$ cat src/rtl/remote_update_pkg.sv
// Shared encodings for the remote-update command sequencer.
package remote_update_pkg;

   typedef enum logic [1:0] {
      OP_READ        = 2'd0,
      OP_WRITE       = 2'd1,
      OP_RECONFIG    = 2'd2,
      OP_RESET_TIMER = 2'd3
   } ru_op_e;

   // Parameter 0 of the core is the read-only status register.
   localparam logic [2:0] STATUS_PARAM = 3'b000;

   typedef enum logic [2:0] {
      ST_IDLE,
      ST_ISSUE,
      ST_WAIT_HI,
      ST_WAIT_LO,
      ST_RESP,
      ST_RT_PULSE,
      ST_HALT
   } ru_state_e;

endpackage

$ cat src/rtl/ru_cycle_counter.sv
// Loadable saturating down-counter; done while the count sits at zero.
module ru_cycle_counter
   import remote_update_pkg::*;
#(
   parameter int unsigned WIDTH = 13
) (
   input  logic             clock,
   input  logic             reset_n,
   input  logic             load,
   input  logic [WIDTH-1:0] load_value,
   output logic [WIDTH-1:0] count,
   output logic             done
);

   always_ff @(posedge clock or negedge reset_n) begin
      if (!reset_n) begin
         count <= '0;
      end else if (load) begin
         count <= load_value;
      end else if (count != '0) begin
         count <= count - 1'b1;
      end
   end

   assign done = (count == '0);

endmodule

$ cat src/rtl/remote_update_ctrl.sv
// Sequences host read/write/reconfig/watchdog commands onto the
// remote-update core strobe/busy handshake and returns a one-cycle response.
module remote_update_ctrl
   import remote_update_pkg::*;
#(
   parameter int unsigned TIMEOUT_CYCLES  = 4096,
   parameter int unsigned BUSY_RISE_MAX   = 4,
   parameter int unsigned RT_PULSE_CYCLES = 32,
   parameter logic [31:0] RECONFIG_KEY    = 32'h5EC0_F16A
) (
   input  logic        clock,
   input  logic        reset_n,
   input  logic        cmd_valid,
   output logic        cmd_ready,
   input  logic [1:0]  cmd_op,
   input  logic [2:0]  cmd_param,
   input  logic        cmd_ctl,
   input  logic [31:0] cmd_wdata,
   output logic        rsp_valid,
   output logic        rsp_err,
   output logic [31:0] rsp_rdata,
   output logic        ru_read_param,
   output logic        ru_write_param,
   output logic        ru_reconfig,
   output logic        ru_reset_timer,
   output logic [2:0]  ru_param,
   output logic [31:0] ru_data_in,
   output logic        ru_ctl_nupdt,
   input  logic        ru_busy,
   input  logic [31:0] ru_data_out
);

   localparam int unsigned CNT_MAX = (TIMEOUT_CYCLES > RT_PULSE_CYCLES) ?
                                     TIMEOUT_CYCLES : RT_PULSE_CYCLES;
   localparam int unsigned CNT_W   = $clog2(CNT_MAX + 1);

   localparam logic [CNT_W-1:0] BUSY_LOAD = CNT_W'(BUSY_RISE_MAX - 1);
   localparam logic [CNT_W-1:0] RT_LOAD   = CNT_W'(RT_PULSE_CYCLES - 1);
   localparam logic [CNT_W-1:0] LO_BIAS   = CNT_W'(TIMEOUT_CYCLES - BUSY_RISE_MAX - 1);

   ru_state_e        state;
   ru_op_e           op_q;
   ru_op_e           cmd_op_e;
   logic             idle_q;
   logic             accept;
   logic             cnt_load;
   logic [CNT_W-1:0] cnt_value;
   logic [CNT_W-1:0] cnt_count;
   logic             cnt_done;

   assign cmd_op_e  = ru_op_e'(cmd_op);
   assign cmd_ready = idle_q & ~ru_busy;
   assign accept    = cmd_ready & cmd_valid;

   // During the busy-rise wait the count equals BUSY_RISE_MAX minus the cycle
   // index since accept, so reloading with count + LO_BIAS leaves the single
   // counter expiring exactly TIMEOUT_CYCLES cycles after the ISSUE cycle.
   always_comb begin
      cnt_load  = 1'b0;
      cnt_value = '0;
      case (state)
         ST_IDLE: begin
            if (accept) begin
               cnt_load  = 1'b1;
               cnt_value = (cmd_op_e == OP_RESET_TIMER) ? RT_LOAD : BUSY_LOAD;
            end
         end
         ST_WAIT_HI: begin
            if (ru_busy) begin
               cnt_load  = 1'b1;
               cnt_value = cnt_count + LO_BIAS;
            end
         end
         default: ;
      endcase
   end

   ru_cycle_counter #(
      .WIDTH(CNT_W)
   ) u_counter (
      .clock     (clock),
      .reset_n   (reset_n),
      .load      (cnt_load),
      .load_value(cnt_value),
      .count     (cnt_count),
      .done      (cnt_done)
   );

   always_ff @(posedge clock or negedge reset_n) begin
      if (!reset_n) begin
         state          <= ST_IDLE;
         op_q           <= OP_READ;
         idle_q         <= 1'b0;
         rsp_valid      <= 1'b0;
         rsp_err        <= 1'b0;
         rsp_rdata      <= '0;
         ru_read_param  <= 1'b0;
         ru_write_param <= 1'b0;
         ru_reconfig    <= 1'b0;
         ru_reset_timer <= 1'b0;
         ru_param       <= '0;
         ru_data_in     <= '0;
         ru_ctl_nupdt   <= 1'b0;
      end else begin
         idle_q         <= 1'b0;
         rsp_valid      <= 1'b0;
         ru_read_param  <= 1'b0;
         ru_write_param <= 1'b0;
         ru_reconfig    <= 1'b0;
         case (state)
            ST_IDLE: begin
               idle_q <= 1'b1;
               if (accept) begin
                  idle_q       <= 1'b0;
                  op_q         <= cmd_op_e;
                  ru_param     <= cmd_param;
                  ru_ctl_nupdt <= cmd_ctl;
                  ru_data_in   <= cmd_wdata;
                  case (cmd_op_e)
                     OP_READ: begin
                        state         <= ST_ISSUE;
                        ru_read_param <= 1'b1;
                     end
                     OP_WRITE: begin
                        if (cmd_param == STATUS_PARAM) begin
                           state     <= ST_RESP;
                           rsp_valid <= 1'b1;
                           rsp_err   <= 1'b1;
                        end else begin
                           state          <= ST_ISSUE;
                           ru_write_param <= 1'b1;
                        end
                     end
                     OP_RECONFIG: begin
                        if (cmd_wdata != RECONFIG_KEY) begin
                           state     <= ST_RESP;
                           rsp_valid <= 1'b1;
                           rsp_err   <= 1'b1;
                        end else begin
                           state       <= ST_ISSUE;
                           ru_reconfig <= 1'b1;
                        end
                     end
                     OP_RESET_TIMER: begin
                        state          <= ST_RT_PULSE;
                        ru_reset_timer <= 1'b1;
                     end
                  endcase
               end
            end
            ST_ISSUE: begin
               state <= (op_q == OP_RECONFIG) ? ST_HALT : ST_WAIT_HI;
            end
            ST_WAIT_HI: begin
               if (ru_busy) begin
                  state <= ST_WAIT_LO;
               end else if (cnt_done) begin
                  state     <= ST_RESP;
                  rsp_valid <= 1'b1;
                  rsp_err   <= 1'b1;
               end
            end
            ST_WAIT_LO: begin
               if (!ru_busy) begin
                  state     <= ST_RESP;
                  rsp_valid <= 1'b1;
                  rsp_err   <= 1'b0;
                  if (op_q == OP_READ) begin
                     rsp_rdata <= ru_data_out;
                  end
               end else if (cnt_done) begin
                  state     <= ST_RESP;
                  rsp_valid <= 1'b1;
                  rsp_err   <= 1'b1;
                  rsp_rdata <= '0;
               end
            end
            ST_RESP: begin
               state  <= ST_IDLE;
               idle_q <= 1'b1;
            end
            ST_RT_PULSE: begin
               if (cnt_done) begin
                  state          <= ST_RESP;
                  ru_reset_timer <= 1'b0;
                  rsp_valid      <= 1'b1;
                  rsp_err        <= 1'b0;
               end
            end
            ST_HALT: ;
            default: state <= ST_IDLE;
         endcase
      end
   end

endmodule

$ cat config.mk
export PLATFORM = sky130hd
export DESIGN_NAME = remote_update_ctrl
export DESIGN_NICKNAME = d
export VERILOG_FILES = /design/src/rtl/remote_update_pkg.sv /design/src/rtl/ru_cycle_counter.sv /design/src/rtl/remote_update_ctrl.sv
export SDC_FILE = /design/constraint.sdc
export NUM_CORES = 1
export LEC_CHECK = 0
export CAP_MARGIN = 0
export CORE_ASPECT_RATIO = 1.1
export CORE_MARGIN = 2
export CORE_UTILIZATION = 36
export CTS_BUF_LIST = sky130_fd_sc_hd__clkbuf_8
export CTS_CLUSTER_DIAMETER = 60
export DETAILED_ROUTE_END_ITERATION = 10
export PLACE_DENSITY = 0.62
export SYNTH_ARGS = -nofsm -noshare
export SYNTH_HDL_FRONTEND = slang
export SYNTH_HIERARCHICAL = 1
export SYNTH_SLANG_ARGS = --single-unit
$ cat constraint.sdc
create_clock -name clock -period 7.41 [get_ports clock]
set_clock_uncertainty 0.1 [all_clocks]
set_input_delay 1.1115 -clock clock [delete_from_list [all_inputs] [get_ports clock]]
set_output_delay 1.1115 -clock clock [all_outputs]
set_load 0.02 [all_outputs]
## After elaboration in Yosys (flattened, before gate mapping)

Index checks and enable logic that the tools add are counted.

| operators by class | value |
|---|---|
| add/subtract/negate cells | 2 |
| equality and inequality tests | 19 |
| mux-type cells | 54 |
| bitwise operators | 4 |
| reduce and logical (&&, ||, !) cells | 15 |

Operators with widths:

| cell | count |
|---|---|
| two-way mux 32 bit | 3 |
| two-way mux 13 bit | 3 |
| inequality test 32 x 31 -> 1 bit (second input constant) | 1 |
| two-way mux 1 bit | 29 |
| one-hot mux 13 bit (2 select lines) | 1 |
| two-way mux 3 bit | 7 |
| one-hot mux 3 bit (6 select lines) | 1 |
| adder 13 x 12 -> 13 bit (second input constant) | 1 |
| zero test 13 bit | 1 |
| nonzero test 13 bit | 1 |
| subtractor 13 x 1 -> 13 bit (second input constant) | 1 |
| one-hot mux 3 bit (4 select lines) | 1 |
| two-way mux 5 bit | 2 |
| one-hot mux 1 bit (2 select lines) | 5 |
| equality test 3 bit (second input constant) | 3 |
| inequality test 2 bit (second input constant) | 4 |
| one-hot mux 1 bit (4 select lines) | 2 |
| AND reduction 7 bit | 1 |
| equality test 2 bit (second input constant) | 3 |
| equality test 3 x 2 -> 1 bit (second input constant) | 2 |
| zero test 3 bit | 2 |
| inequality test 3 bit (second input constant) | 2 |
| nonzero test 2 bit | 3 |
| zero test 2 bit | 2 |
| 10 further kinds | 13 |

| word-level totals | value |
|---|---|
| register bits after elaboration | 93 |
| input port bits | 74 |
| output and inout port bits | 75 |
| word-level logic and storage cells | 108 |

## Depth between registers and ports, before layout

Gate-level depths: netlist of the first run.

| depth | value |
|---|---|
| depth in word-level cells | 6 |
| gate-level depth with buffers | 12 |
| depth with buffers taken out | 10 |

## Cells and area by module

Netlist of the first run, hierarchy kept.

Modules (own cells, without submodules):

| module | times used | cells each | area an instance (um^2) | sequential area each (um^2) |
|---|---|---|---|---|
| remote_update_ctrl | 1 | 434 | 3778.6 | 2001.9 |
| ru_cycle_counter | 1 | 82 | 767.0 | 325.3 |

## Worst setup path after synthesis of the first run

OpenSTA, ideal clock, no wires.

| timing path | value |
|---|---|
| path kind | input -> register |
| from | in cmd_wdata[17] |
| to | reg rsp_err |
| library setup time | 0.128 ns |
| arrival | 2.512 ns |
| data required time | 7.182 ns |
| slack | 4.671 ns |
| cell stages on the path | 5 |
| path buffers | 0 |
| cells stage by stage | or4b_1 nor4_2 nand3_1 o211ai_2 mux2_1 |

| between the ends | value |
|---|---|
| longest elaborated chain between the ends | 3 |

Ends and longest elaborated chain:

| element | RTL line | RTL |
|---|---|---|
| start, declared | remote_update_ctrl.sv:18 | `input logic [31:0] cmd_wdata,` |
| inequality test 32 x 31 -> 1 bit | remote_update_ctrl.sv:135 | `if (cmd_wdata != RECONFIG_KEY) begin` |
| inequality test 3 bit (no line) | - |  |
| AND reduction 7 bit (no line) | - |  |
| end signal, assigned | remote_update_ctrl.sv:128 | `rsp_err <= 1'b1;` |
| end signal, assigned | remote_update_ctrl.sv:138 | `rsp_err <= 1'b1;` |
| end signal, assigned | remote_update_ctrl.sv:160 | `rsp_err <= 1'b1;` |
| end, declared | remote_update_ctrl.sv:20 | `output logic rsp_err,` |

Every way passes these cells.
A chain may end at the register's enable or synchronous reset.

## Worst setup path after layout of the first run

| timing path | value |
|---|---|
| from | in ru_busy |
| to | out cmd_ready |

| between the ends | value |
|---|---|
| longest elaborated chain between the ends | 2 |

Ends and longest elaborated chain:

| element | RTL line | RTL |
|---|---|---|
| start, declared | remote_update_ctrl.sv:29 | `input logic ru_busy,` |
| inverter 1 bit | remote_update_ctrl.sv:52 | `assign cmd_ready = idle_q & ~ru_busy;` |
| AND 1 bit | remote_update_ctrl.sv:52 |  |
| end, declared | remote_update_ctrl.sv:14 | `output logic cmd_ready,` |

Every way passes these cells.

==> qor.txt, run 1 <==
Comb pwr share = 47.8%
Place WS = 3.35 ns
Synthesis-stage register bit count = 93
DP HPWL = 8280 um
F_max = 258 MHz
Share of the synthesized area in the top cell type = 51.2%
CTS buffer count = 9
Die X-Extent = 111 um
Root buf cell = clkbuf_8
Minimum clock period = 3.88 ns
Cell type contributing the most total cell area after synthesis = dfrtp_1
Setup TNS = 0 ns
Vias in the first global route = 4063
Post-synth cell types = 51
Startpoint types = input pin
Slew @ Worst Pin = 1.00 ns
Min-Delay Path Depth = 2
Worst reg2reg path depth = 8
Synth cell count leaders = nand2_1 (169), dfrtp_1 (93), o21ai_0 (49), nand2b_1 (35), nor2_1 (27)
Setup slack after layout = 3.53 ns
Global-route wire length before repair = 19800 um
CTS clk-pin slew, worst paths = 0.09 ns
Pwr dens = 368 nW/um2
DRT Pass-1 Iters = 4
Maximum VDD drop = 0.153 mV
Filler instances = 1217
Total power = 2350 uW
CP Data Required Time = 6.20 ns
Worst Setup Path Type = input pin to output pin
Cts hold-fix bufs = 0
Starting Density = 36.4%
Switching pwr = 944 uW
Cells after Synth = 516
YS warnings = 6
Power share of the clock group = 15.1%
Total global routing track utilization = 18.0%
WP data arrival = 2.67 ns
RSZ-0062 raised after global routing = false
Rows = 43
Synth-to-Final Area Change = 40.1%
CTS tree = yes
Final Hold Viols = 0
Syn Nets = 598
Skew-Pair Late Insertion Delay = 0.36 ns
Post-CTS sizing = 0
Largest net degree at the start of global routing = 65
Share of layout cells above drive strength 1 = 5.02%
DR iter-0 viols = 296
Die height = 122 um
Mapped Area = 4550 um2
Top Ports = 149
Ys flop type = dfrtp_1
Clk buf depth = 2
Leak = 0.00279 uW
Final-stage net count = 735
Switch share = 40.3%
Pint = 1400 uW
Top-count cell post-synth = nand2_1
Area contributors post-synth = dfrtp_1 (51%), nand2_1 (14%), o21ai_0 (5.4%)
MaxCap Viol Count = 0
Mean post-synth cell area = 8.81 um2
Asr flop ratio synth = 100%
Final Slew Violations = 0
Crit-path max FO = 43
Status = finished clean
Full die area = 13500 um2
Post-route ant nets = 0
Crit end category = output pin
Post-CTS setup buffer count = 0
CTS Sinks = 93
Reg power frac = 37.1%
Core area = 12500 um2
Total grt overflow = 0
Number of vias in the routed layout = 3959
Register area share after synthesis = 51.2%
Worst Hold Class = register to register
Post-synth EDFFs = 0
DR vias/cell = 4.86
Tcrit/Tclk final = 52.4%
Final setup fails = 0
Drc violations = 0
Initial antenna violation count = 0
Antenna cells = 0
Final WL = 11600 um
Final hold slack = 0.380 ns
IO buf count = 148
Rel. slew slack = 33.0%
Routability cong. = 0.824
Wire per inst = 14.2 um
H-tree depth = 3
[critical path, cell delays in order]
cell	delay, ns
clkdlybuf4s50_1	0.40
buf_4	0.24
nor2b_1	0.26
clkdlybuf4s50_1	0.65
[cell usage in the layout (no fill, tap or decap), drive strengths merged, types with 5 or more instances in the layout]
cell / n
nand2: 169
nand2b: 35
dfrtp: 93
nor4: 10
nand3: 8
buf: 5
xnor2: 14
ha: 8
xor2: 7
nor2: 27
clkdlybuf4s50: 147
clkbuf: 10
o21ai: 53
a21oi: 6
inv: 12
[routing by layer]
metal  GRT usage, %  part of all wire [%]  up-vias
met2           28.4                    46      133
met3           7.06                   8.3        6
li1               -                     -     1970
met1           23.1                    45     1850
met5              0                     0        -
met4           5.48                   1.0        0
[final cells by class]
| class | count | area, um2 | share of cell area (%) |
|---|---|---|---|
| Timing Repair Buffer | 152 | 1510 | 23.7 |
| Tap cell | 157 | 196 | 3.08 |
| Clock inverter | 6 | 71.3 | 1.12 |
| Clock buffer | 10 | 138 | 2.16 |
| Sequential cell | 93 | 2330 | 36.5 |
| Multi-Input combinational cell | 386 | 2090 | 32.8 |
| Inverter | 11 | 41.3 | 0.648 |
[cell families after synthesis]
logic type                 Yosys count  share of synthesized area, %
DFF                                 93                          51.2
buffers and inverters               37                          3.06
xor gates and xnor gates            21                          4.05
and+or+nand+nor                    276                          28.9
AOI/OAI and AO/OA                   78                          9.91
adders and majority gates            8                          2.20
muxes                                3                         0.716
[flip-flops by register name (all words and copies together), names as in the netlist]
name	cells
rsp_rdata	32
ru_data_in	32
u_counter/count	13
ru_param	3
state	3
op_q	2
idle_q	1
rsp_err	1
rsp_valid	1
ru_ctl_nupdt	1
ru_read_param	1
ru_reconfig	1
ru_reset_timer	1
ru_write_param	1
[power by group through the flow]
stage,logic [uW],clock network [uW],registers [uW]
finish,1120,354,869
global placement,1110,0,873
global route,1240,393,902
floorplan,472,0,1040
detailed placement,1130,0,875
CTS,1130,371,871
[stage by stage]
step | utilization (%) | std cells | area, um2
floorplan | - | 516 | 4550
global placement | 49.4 | 799 | 6160
detailed placement | 49.4 | 799 | 6160
CTS | 51.0 | 815 | 6370
global route | 51.0 | 815 | 6370
finish | 51.0 | 815 | 6370
[final timing paths]
| path | slack (ns) | end | startpoint |
|---|---|---|---|
| min in group asynchronous | 0.56 | ru_data_in[5]$_DFFE_PN0P_ | reset_n |
| worst min register to register | 0.38 | ru_data_in[9]$_DFFE_PN0P_ | ru_data_in[9]$_DFFE_PN0P_ |
| worst min-delay path | 0.38 | ru_data_in[9]$_DFFE_PN0P_ | ru_data_in[9]$_DFFE_PN0P_ |
| worst max register to register | 4.04 | rsp_rdata[27]$_DFFE_PN0P_ | u_counter/count[8]$_DFFE_PN0P_ |
| worst max-delay path | 3.53 | cmd_ready | ru_busy |
| max in group asynchronous | 5.51 | u_counter/count[0]$_DFFE_PN0P_ | reset_n |
Power figures use the tool's default switching activity.
==> inputs of run 2 (changes only) <==
- clock period: 7.41 -> 3.7 ns (I/O delays scaled with it)
==> run 2 against run 1 <==
  * Worst setup slack worse by 2.5 ns
  * Count of clock-buffer cells in the layout unchanged
  * Register-to-register slack worse by 3.0 ns
  * First-iteration DRC count down 28%
  * Core utilization up 0.090 points
  * Critical path depth up 5
  * Die area unchanged
  * Final cell count up 0.25%
  * Clock power up 95%
  * Worst hold slack worse by 0.31 ns
  * Flip-flop and latch count unchanged
  * Sequential share of layout area down 0.064 points
  * Critical endpoint is now rsp_rdata[27]$_DFFE_PN0P_
  * Largest cell class unchanged
==> qor.txt, run 2 (synthesis gave the netlist of run 1 again) <==
Slew @ Worst Pin = 0.610 ns
Pwr dens = 736 nW/um2
Biggest regs = rsp_rdata x32, ru_data_in x32, u_counter/count x13
MaxCap Viol Count = 0
Synth-to-Final Area Change = 40.4%
Top Ports = 149
Startpoint types = register
Starting Density = 36.4%
Drc violations = 0
CTS tree = yes
CTS clk-pin slew, worst paths = 0.10 ns
Worst Hold Class = input pin to async pin
WP data arrival = 2.78 ns
Post-Layout Inst Area = 6380 um2
Setup TNS = 0 ns
Full die area = 13500 um2
Initial antenna violation count = 0
Final setup fails = 0
Post-CTS sizing = 0
Crit-path max FO = 64
DRT Pass-1 Iters = 5
Die X-Extent = 111 um
Crit end category = register
F_max = 377 MHz
Largest net degree at the start of global routing = 65
Leak = 0.00280 uW
Skew-Pair Late Insertion Delay = 0.36 ns
Rows = 43
Commonest non-fill, non-tap cell in the layout = nand2_1
DP HPWL = 8480 um
Final Slew Violations = 0
Reg2reg setup slack = 1.05 ns
Critical-path cell list = nor4_2 -> nand4b_1 -> inv_2 -> nand2_1 -> o31ai_1 -> nand3_2 -> buf_4 -> nand2_1 -> o21ai_0
Number of vias in the routed layout = 3958
Vias in the first global route = 3975
Filler instances = 1228
Rel. slew slack = 59.2%
Total global routing track utilization = 17.8%
Clk buf depth = 2
DR vias/cell = 4.84
WP buf/inv = 2
Top delay family on crit path = simple AND/OR/NAND/NOR gates
Core area = 12500 um2
Post-route ant nets = 0
Total power = 4700 uW
Cts hold-fix bufs = 0
CTS Sinks = 93
Final core utilization = 51.1%
Worst path most repeated cell = nand2_1
H-tree depth = 3
Maximum VDD drop = 0.322 mV
Total grt overflow = 0
Largest stage delay, worst path = 0.51 ns
Wire per inst = 14.5 um
Worst reg2reg path depth = 9
IO buf count = 148
CP max-delay cell = dfrtp_1
Worst Setup Path Type = register to register
Antenna cells = 0
CP Data Required Time = 3.83 ns
FF-to-FF Start = u_counter/count[4]$_DFFE_PN0P_
Minimum clock period = 2.65 ns
DR iter-0 viols = 212
Reg area = 2330 um2
Global-route wire length before repair = 19400 um
Tcrit/Tclk final = 71.6%
Place WS = 0.837 ns
Commonest cells after routing, fill and taps aside = nand2_1 (169), clkdlybuf4s50_1 (147), dfrtp_1 (93)
CTS buffer count = 9
Dpl cell area = 6180 um2
Multi-input logic area = 2090 um2
Routability cong. = 0.796
Final-stage net count = 738
Die height = 122 um
Post-CTS setup buffer count = 0
Root buf cell = clkbuf_8
Final Hold Viols = 0
Worst r2r dst = rsp_rdata[27]$_DFFE_PN0P_
Final WL = 11800 um
Status = finished clean
RSZ-0062 raised after global routing = false
Share of layout cells above drive strength 1 = 5.30%
Setup slack after layout = 1.05 ns
[run 2: cell types whose count changed in the layout (fill, tap and decap cells not counted)]
cell / delta
inv_8: -1
buf_4: +3
clkinv_4: -1
inv_6: +1
[run 2: power by group]
group / switching, uW / internal, uW
sequential: 326 / 1410
clock: 361 / 330
combinational: 1200 / 1060
total: 1890 / 2810
[run 2: cell type report]
| cell class | instances | share of cell area [%] |
|---|---|---|
| clock inverters | 5 | 0.941 |
| repair buffers | 155 | 24.0 |
| clock buffers | 10 | 2.16 |
| well taps | 157 | 3.08 |
| inverters | 11 | 0.647 |
| multi-input cells | 386 | 32.7 |
| flip-flops and latches | 93 | 36.5 |
[run 2: how the worst max path moves through the flow]
stage	start	end	slack, ns	cells past startpoint
floorplan	u_counter/count[8]$_DFFE_PN0P_	rsp_rdata[10]$_DFFE_PN0P_	1.27	10
detailed placement	cmd_wdata[17]	rsp_err$_DFFE_PN0P_	0.84	6
finish	u_counter/count[4]$_DFFE_PN0P_	rsp_rdata[27]$_DFFE_PN0P_	1.05	9
CTS	u_counter/count[4]$_DFFE_PN0P_	rsp_rdata[27]$_DFFE_PN0P_	1.04	9
global route	u_counter/count[4]$_DFFE_PN0P_	rsp_rdata[20]$_DFFE_PN0P_	0.77	9
global placement	cmd_wdata[17]	rsp_err$_DFFE_PN0P_	0.87	6
[run 2: through the flow]
stage               instances  hold WS (ns)
floorplan                 516         0.159
global placement          802         0.358
detailed placement        802         0.362
CTS                       817        0.0845
global route              817        0.0905
finish                    817        0.0722
[run 2: per-layer routing]
| layer | share of wire (%) | GRT usage (%) |
|---|---|---|
| met1 | 43 | 21.5 |
| met4 | 0.82 | 5.79 |
| met5 | 0 | 0 |
| met3 | 9.2 | 7.61 |
| met2 | 47 | 28.9 |
==> inputs of run 3 (changes only) <==
- clock period: 3.7 -> 2.5 ns (I/O delays scaled with it)
==> run 3 against run 2 <==
  * Maximum frequency rose by 17%
  * Highest routed layer unchanged
  * Core utilization rose by 1.1 points
  * Count of clock-buffer cells in the layout fell by 1
  * Critical path type unchanged
==> qor.txt, run 3 (synthesis gave the netlist of run 1 again) <==
Root buf cell = clkbuf_8
Tcrit/Tclk final = 90.8%
Synth-to-Final Area Change = 43.4%
Worst reg2reg path depth = 11
Final setup fails = 0
DR iter-0 viols = 300
Full die area = 13500 um2
Clk buf depth = 2
CP Data Required Time = 2.63 ns
IO buf count = 148
FF-to-FF Start = u_counter/count[0]$_DFFE_PN0P_
Post-CTS setup buffer count = 0
DP HPWL = 8740 um
MaxCap Viol Count = 0
Routability cong. = 0.832
Crit path depth = 11
Commonest cells after routing, fill and taps aside = nand2_1 (169), clkdlybuf4s50_1 (147), dfrtp_1 (93)
Worst r2r dst = rsp_rdata[31]$_DFFE_PN0P_
Reg2reg setup slack = 0.23 ns
Core area = 12500 um2
DRT Pass-1 Iters = 4
RSZ-0062 raised after global routing = false
Initial antenna violation count = 0
Rows = 43
Setup slack after layout = 0.229 ns
Vias in the first global route = 4024
WP buf/inv = 3
CTS Sinks = 93
Min-delay src = ru_ctl_nupdt$_DFFE_PN0P_
CTS tree = yes
Starting Density = 36.4%
CP endpoint = rsp_rdata[31]$_DFFE_PN0P_
Crit end category = register
Place WS = -0.0726 ns
Total global routing track utilization = 17.9%
Wire per inst = 14.5 um
Largest net degree at the start of global routing = 65
Post-route ant nets = 0
Crit-path max FO = 64
Largest stage delay, worst path = 0.42 ns
Pwr dens = 1090 nW/um2
Antenna cells = 0
Final WL = 12100 um
Startpoint types = register
Biggest regs = rsp_rdata x32, ru_data_in x32, u_counter/count x13
Final Slew Violations = 0
Critical-path cell list = inv_1 -> ha_1 -> nor3b_1 -> nand4b_1 -> inv_2 -> nand2_1 -> o31ai_1 -> nand3_2 -> buf_4 -> nand2_1 -> o21ai_0
Share of layout cells above drive strength 1 = 7.27%
Commonest non-fill, non-tap cell in the layout = nand2_1
Die X-Extent = 111 um
Total grt overflow = 0
CP max-delay cell = dfrtp_1
Maximum VDD drop = 0.552 mV
Status = finished clean
Rel. slew slack = 65.4%
Minimum clock period = 2.27 ns
Number of vias in the routed layout = 4093
CTS clk-pin slew, worst paths = 0.09 ns
Worst Setup Path Type = register to register
Top delay family on crit path = simple AND/OR/NAND/NOR gates
WP data arrival = 2.40 ns
DR vias/cell = 4.93
Final Hold Viols = 0
CP startpoint = u_counter/count[0]$_DFFE_PN0P_
Top Ports = 149
Worst Hold Class = register to register
Setup TNS = 0 ns
Worst path most repeated cell = nand2_1
CTS buffer count = 9
Skew-Pair Late Insertion Delay = 0.37 ns
Final hold slack = 0.385 ns
F_max = 440 MHz
Leak = 0.00288 uW
Global-route wire length before repair = 19600 um
Slew @ Worst Pin = 0.519 ns
Drc violations = 0
H-tree depth = 3
Die height = 122 um
Final-stage net count = 751
## run 3: cell types whose count changed in the layout (fill, tap and decap cells not counted)
| cell | change |
|---|---|
| buf_12 | +2 |
| clkinv_4 | -1 |
| dlygate4sd3_1 | +1 |
| inv_6 | +2 |
| nor4_1 | -1 |
| nor4_4 | +1 |
| buf_4 | +10 |
| clkbuf_8 | -1 |
| clkinv_2 | +2 |
| clkinvlp_4 | -1 |
## run 3: what timing repair did
action	4_1_cts	5_1_grt
resized for setup	0	2
hold buffers	1	0
hold endpoints to repair	36	0
endpoints found under the setup margin	0	32
## run 3: per-layer routing
layer,up-vias,track usage [%],wire length (um)
li1,2002,-,-
met3,21,6.22,1010
met1,1933,21.7,5110
met4,0,6.64,225
met5,-,0,0
met2,137,29.8,5710
## run 3: cell type report
cell class | count | area (um2)
fill | 1198 | 5960
sequential | 93 | 2330
multi-input combinational | 386 | 2100
timing repair buffer | 168 | 1660
tap | 157 | 196
clock buffer | 9 | 124
clock inverter | 7 | 71.3
inverter | 11 | 41.3
## run 3: worst min path at each step
stage / to / slack, ns / depth (start not counted)
final: ru_ctl_nupdt$_DFFE_PN0P_ / 0.38 / 2
after global routing: ru_param[1]$_DFFE_PN0P_ / 0.41 / 2
after CTS: ru_data_in[0]$_DFFE_PN0P_ / 0.39 / 2
after detailed placement: ru_data_in[3]$_DFFE_PN0P_ / 0.28 / 1
after global placement: ru_data_in[3]$_DFFE_PN0P_ / 0.28 / 1
after floorplan: idle_q$_DFF_PN0_ / -0.02 / 0
## run 3: worst min-delay path, cell delays in order (launching register included)
cell     delay (ns)
dfrtp_1        0.35
nand2_1        0.05
nand2_1        0.05
## run 3: report_power, final
part	internal [uW]	total (uW)	switching (uW)
clock	469	1050	578
sequential	2090	2560	467
combinational	1650	3470	1820
total	4210	7070	2870
## run 3: metrics by stage
stage          area, um2  std cells  utilization [%]  power [uW]
2_1_floorplan       4550        516                -        4470
3_3_place_gp        6300        814             50.5        5950
3_5_place_dp        6300        814             50.5        6040
4_1_cts             6500        831             52.1        7120
5_1_grt             6520        831             52.2        7580
6_report            6520        831             52.2        7070
